### src/rtl/seg_scan_ctrl_if.sv
// Signal bundle between the scan controller and its host/display side.
// master: host that drives en/load/digits_in; slave: the scan controller itself.
interface seg_scan_ctrl_if #(
  parameter int DIGITS = 8
);
  logic                en;
  logic                load;
  logic [4*DIGITS-1:0] digits_in;
  logic [2:0]          sel;
  logic [3:0]          bcd;
  logic                dig_en;
  logic                frame_done;
  logic                upd_pending;

  modport master (
    output en, load, digits_in,
    input  sel, bcd, dig_en, frame_done, upd_pending
  );

  modport slave (
    input  en, load, digits_in,
    output sel, bcd, dig_en, frame_done, upd_pending
  );
endinterface

### src/rtl/seg_scan_ctrl.sv
// Multiplexed seven-segment scan controller with a double-buffered BCD value.
// Optional leading-zero blanking: define LEADING_ZERO_BLANK_EN.
module seg_scan_ctrl #(
  parameter int DIGITS  = 8,
  parameter int CLK_DIV = 1000
) (
  input  logic           clk,
  input  logic           rst_n,
  seg_scan_ctrl_if.slave bus
);
  localparam int              CNT_W    = $clog2(CLK_DIV);
  localparam int              DW       = 4 * DIGITS;
  localparam logic [CNT_W-1:0] CNT_LAST = CNT_W'(CLK_DIV - 1);
  localparam logic [2:0]       SEL_LAST = 3'(DIGITS - 1);

  logic [CNT_W-1:0] count;
  logic [2:0]       sel;
  logic [3:0]       bcd;
  logic             digEn;
  logic             frameDone;
  logic             updPending;
  logic [DW-1:0]    active;
  logic [DW-1:0]    pending;

  logic             tick;
  logic             wrap;
  logic [2:0]       selNext;
  logic [DW-1:0]    activeNext;
  logic [3:0]       bcdNext;
  logic             digEnNext;

  // bcd is derived from the post-edge sel/active so both registers always agree.
  always_comb begin
    tick    = bus.en && (count == CNT_LAST);
    wrap    = tick && (sel == SEL_LAST);
    selNext = sel;
    if (tick) selNext = wrap ? '0 : sel + 3'd1;
    activeNext = active;
    if (wrap && bus.load)       activeNext = bus.digits_in;
    else if (wrap && updPending) activeNext = pending;
    bcdNext = '0;
    for (int unsigned i = 0; i < DIGITS; i++) begin
      if (selNext == 3'(i)) bcdNext = activeNext[4*i +: 4];
    end
  end

`ifdef LEADING_ZERO_BLANK_EN
  logic allZero;
  logic blankNext;

  // Walk down from the top digit; digit 0 is never blanked.
  always_comb begin
    allZero   = 1'b1;
    blankNext = 1'b0;
    for (int unsigned i = DIGITS - 1; i >= 1; i--) begin
      allZero = allZero && (activeNext[4*i +: 4] == 4'h0);
      if (selNext == 3'(i) && allZero) blankNext = 1'b1;
    end
  end

  assign digEnNext = bus.en && !blankNext;
`else
  assign digEnNext = bus.en;
`endif

  always_ff @(posedge clk or negedge rst_n) begin
    if (!rst_n) begin
      count      <= '0;
      sel        <= '0;
      bcd        <= '0;
      digEn      <= 1'b0;
      frameDone  <= 1'b0;
      updPending <= 1'b0;
      active     <= '0;
      pending    <= '0;
    end else begin
      if (bus.en) count <= tick ? '0 : count + CNT_W'(1);
      sel       <= selNext;
      bcd       <= bcdNext;
      active    <= activeNext;
      digEn     <= digEnNext;
      frameDone <= wrap;
      if (bus.load) pending <= bus.digits_in;
      if (wrap)          updPending <= 1'b0;
      else if (bus.load) updPending <= 1'b1;
    end
  end

  assign bus.sel         = sel;
  assign bus.bcd         = bcd;
  assign bus.dig_en      = digEn;
  assign bus.frame_done  = frameDone;
  assign bus.upd_pending = updPending;
endmodule

### src/flat_wrapper.sv
// flat-port wrapper written by rule: the top's interface ports become plain ports
module seg_scan_ctrl_flat 
#(
  parameter int DIGITS  = 8,
  parameter int CLK_DIV = 1000
)
  (clk, rst_n, bus_en, bus_load, bus_digits_in, bus_sel, bus_bcd, bus_dig_en, bus_frame_done, bus_upd_pending);
  seg_scan_ctrl_if #(.DIGITS(DIGITS)) bus_i ();
  input  logic clk;
  input  logic rst_n;
  input wire logic [$bits(bus_i.en)-1:0] bus_en;
  input wire logic [$bits(bus_i.load)-1:0] bus_load;
  input wire logic [$bits(bus_i.digits_in)-1:0] bus_digits_in;
  output wire logic [$bits(bus_i.sel)-1:0] bus_sel;
  output wire logic [$bits(bus_i.bcd)-1:0] bus_bcd;
  output wire logic [$bits(bus_i.dig_en)-1:0] bus_dig_en;
  output wire logic [$bits(bus_i.frame_done)-1:0] bus_frame_done;
  output wire logic [$bits(bus_i.upd_pending)-1:0] bus_upd_pending;
  assign bus_i.en = bus_en;
  assign bus_i.load = bus_load;
  assign bus_i.digits_in = bus_digits_in;
  assign bus_sel = bus_i.sel;
  assign bus_bcd = bus_i.bcd;
  assign bus_dig_en = bus_i.dig_en;
  assign bus_frame_done = bus_i.frame_done;
  assign bus_upd_pending = bus_i.upd_pending;
  seg_scan_ctrl #(.DIGITS(DIGITS), .CLK_DIV(CLK_DIV)) u_core (.clk(clk), .rst_n(rst_n), .bus(bus_i));
endmodule
### config.mk
export PLATFORM = sky130hd
export DESIGN_NAME = seg_scan_ctrl_flat
export DESIGN_NICKNAME = d
export VERILOG_FILES = /design/src/rtl/seg_scan_ctrl_if.sv /design/src/rtl/seg_scan_ctrl.sv /design/src/flat_wrapper.sv
export SDC_FILE = /design/constraint.sdc
export NUM_CORES = 1
export LEC_CHECK = 0
export BUFFER_PORTS_ARGS = -buffer_cell sky130_fd_sc_hd__buf_2
export CAP_MARGIN = 10
export CORE_MARGIN = 2
export CORE_UTILIZATION = 50
export CTS_CLUSTER_DIAMETER = 100
export DETAILED_ROUTE_END_ITERATION = 16
export PLACE_DENSITY_LB_ADDON = 0.15
export SLEW_MARGIN = 20
export SYNTH_ARGS = -nofsm -noshare
export SYNTH_HDL_FRONTEND = slang
export SYNTH_SLANG_ARGS = --single-unit
### constraint.sdc
create_clock -name clk -period 3.4 [get_ports clk]
set_input_delay 0.68 -clock clk [delete_from_list [all_inputs] [get_ports clk]]
set_output_delay 0.68 -clock clk [all_outputs]
set_load 0.01 [all_outputs]
==> impl_metrics.tcl <==
set metrics [dict create \
    async_flop_share 1.00 \
    cts_resized 0 \
    required_ps 3630 \
    gr-total-overflow 0 \
    initial_core_util 0.516 \
    drt_iter0_markers 164 \
    grtUsageTotal 0.215 \
    drc 0 \
    reg2reg_depth 10 \
    status "completed" \
    pwr_density_cell_nw_per_um2 481 \
    layout.nets 449 \
    wl_per_cell_um 16.7 \
    yosysTopAreaCell "dfrtp_1" \
    vdd_drop_max_uv 220 \
    critical_path_class "reg -> reg" \
    wirelength_mm 8.62 \
    crit_family "compound AO/OA/AOI/OAI gates" \
    period_minus_slack_ps 2940 \
    period_share 0.864 \
    drive_gt1_frac 0.269 \
    grt_pass1_vias 2897 \
    gp_congestion 0.820 \
    num_vias 2967 \
    io_pins 46 \
    synth_commonest_cells "dfrtp_1 (84), a21oi_1 (32), nor2_1 (30)" \
    crit_chain "ha_1, ha_1, clkinv_1, or4_1, clkinv_2, a32oi_1, nand2b_1, mux2_4, a222oi_1, a21boi_1" \
    fin_tns_setup_ps 0 \
    cp.arrival_ps 3170 \
    synth_top_cell_area_share 0.530 \
    fp.dieW_um 93.1 \
    syn_avg_cell_area_um2 10.9 \
    power.switching_w 0.000518 \
    post_drt_via_cell_ratio 5.76 \
    areaGrowthSynthToFinish_pct 13.9 \
    cp.depth 10 \
    h-tree-depth 3 \
    max_clock_freq_ghz 0.340 \
    slew_headroom 0.482 \
    fin_util 0.588 \
    dp_cells 501 \
    postRouteAntennaNets 0 \
    synth_area_leaders "dfrtp_1 (53%), mux2_2 (7.4%), a21oi_1 (4.0%), nor2_1 (2.8%), mux2i_1 (2.8%)" \
    grt_max_degree 85 \
    synth_cells 365 \
    slowest_stage "or4_1" \
    dieHeight_um 93.1 \
    end_kind "flop" \
    cts_buffer_depth 2 \
    syn-cell-area_um2 3970 \
    synth_edf_count 0 \
    synth_ff_type "dfrtp_1" \
    leakage_nw 2.19 \
    critPathMaxStageDelay_ps 480 \
    cp_max_fo 18 \
    antenna_cells 0 \
    coreArea_um2 7690 \
    drv_slew 0 \
    crit_top_cell "ha_1" \
    setup_viol 0 \
    post_cts_buffers 0 \
    cts_buffers 9 \
    synth_cell_types 52 \
    cts-root-buf "clkbuf_8" \
    seqPwrFrac 0.526 \
    firstDrtPassIters 4 \
    cts-hold-fix-buffers 0 \
    cts_tree "built" \
    start_kind "flop" \
    numPortBuffers 45 \
    rows 32 \
    pwr-share-comb 0.093 \
    synth_warnings 0 \
    pwr-share-clk 0.380 \
    hold_path_class "in -> async" \
    ys_ff_latch 84 \
    syn_nets 404 \
    maxCapViolations 0 \
    die_area_um2 8660 \
    yosysSeqAreaShare 0.530 \
    grt_first_pass_wirelength_mm 14.5 \
    worst-path-buf-inv 2 \
    sw_frac_of_total 0.239 \
    yosysMostFrequentCell "dfrtp_1" \
    worst_pin_slew_ps 775 \
    finalNonFillerCells 515 \
    clock-sinks 84 \
    antenna_found_initial 0 \
    clk_pin_slew_ps 80 \
    p_int_w 0.00165 \
    finClkSkew_ps 6.76 \
    clock_latency_ps 360 \
    rsz0062_at_grt "false" \
    dp_hpwl_mm 5.91 \
    hold_violations 0 \
]
registers in the layout (all words and copies together) (netlist names):
signal and flops:
u_core.bus.bcd 4, u_core.bus.dig_en 1, u_core.count 10, u_core.bus.sel 3, u_core.bus.upd_pending 1, u_core.pending 32
u_core.bus.frame_done 1, u_core.active 32
power by group through the flow:
stage,Clock (W),Sequential (W),Combinational (W)
after floorplan,0,0.00115,0.000133
after global placement,0,0.00116,0.000200
after detailed placement,0,0.00116,0.000206
after CTS,0.000839,0.00114,0.000207
after global routing,0.000878,0.00116,0.000234
final,0.000826,0.00114,0.000203
final cells by class:
class	instances	area, um^2
repair buffers	55	307
well taps	102	128
inverters	18	68.8
fillers	704	3170
clock inverters	5	103
clock buffers	9	124
flip-flops and latches	84	2100
multi-input cells	242	1690
cell usage in the layout, fill, tap and decap left out, drive strengths merged, types with 3 or more instances in the layout:
master | synthesis | final
a21oi | 32 | 32
a221oi | 3 | 3
a32oi | 12 | 12
buf | 16 | 55
bufinv | 0 | 3
clkbuf | 5 | 9
clkinv | 2 | 3
dfrtp | 84 | 84
ha | 3 | 3
inv | 16 | 16
mux2 | 27 | 27
mux2i | 11 | 11
nand2 | 28 | 28
nand2b | 3 | 3
nand3 | 9 | 9
nor2 | 32 | 32
nor3 | 3 | 3
o21a | 8 | 8
o21ai | 19 | 19
o221a | 4 | 4
o22a | 4 | 4
o22ai | 4 | 4
o2bb2ai | 3 | 3
o32a | 4 | 4
o41ai | 6 | 6
xnor2 | 4 | 4
final timing paths:
kind	slack, ps	endpoint	from
max in group asynchronous	2500	u_core.active[21]	rst_n
worst max-delay path	460	u_core.bus.bcd[0]	u_core.bus.sel[0]
worst min-delay path	350	u_core.pending[12]	rst_n
worst max register to register	460	u_core.bus.bcd[0]	u_core.bus.sel[0]
min in group clk	490	u_core.count[8]	u_core.count[8]
worst min register to register	490	u_core.count[8]	u_core.count[8]
cell families (layout without fill, tap and decap cells):
group / Yosys count / count (layout) / share of synthesized area
AND/OR/NAND/NOR: 88 / 88 / 0.111
AO/OA/AOI/OAI: 108 / 108 / 0.188
flip-flops: 84 / 84 / 0.530
adder cells (fa/ha/maj): 3 / 3 / 0.00946
XOR/XNOR: 5 / 5 / 0.0110
multiplexers: 38 / 38 / 0.105
buffers and inverters: 39 / 87 / 0.0451
per-layer routing:
layer	GRT usage	vias to the layer above	wire length (um)
met5	0	-	0
met1	0.314	1461	4190
met4	0.0882	0	161
met2	0.324	70	3920
met3	0.0322	14	355
li1	-	1422	-
through the flow:
stage / power, W / setup WS (ps) / area [um^2] / hold slack (ps)
floorplan: 0.00128 / 768 / 3970 / 384
global route: 0.00227 / 229 / 4520 / 442
finish: 0.00217 / 462 / 4520 / 355
CTS: 0.00219 / 471 / 4510 / 487
detailed placement: 0.00137 / 490 / 4290 / 475
global placement: 0.00136 / 530 / 4290 / 472
Note: power is estimated with default switching activity, not from simulation.
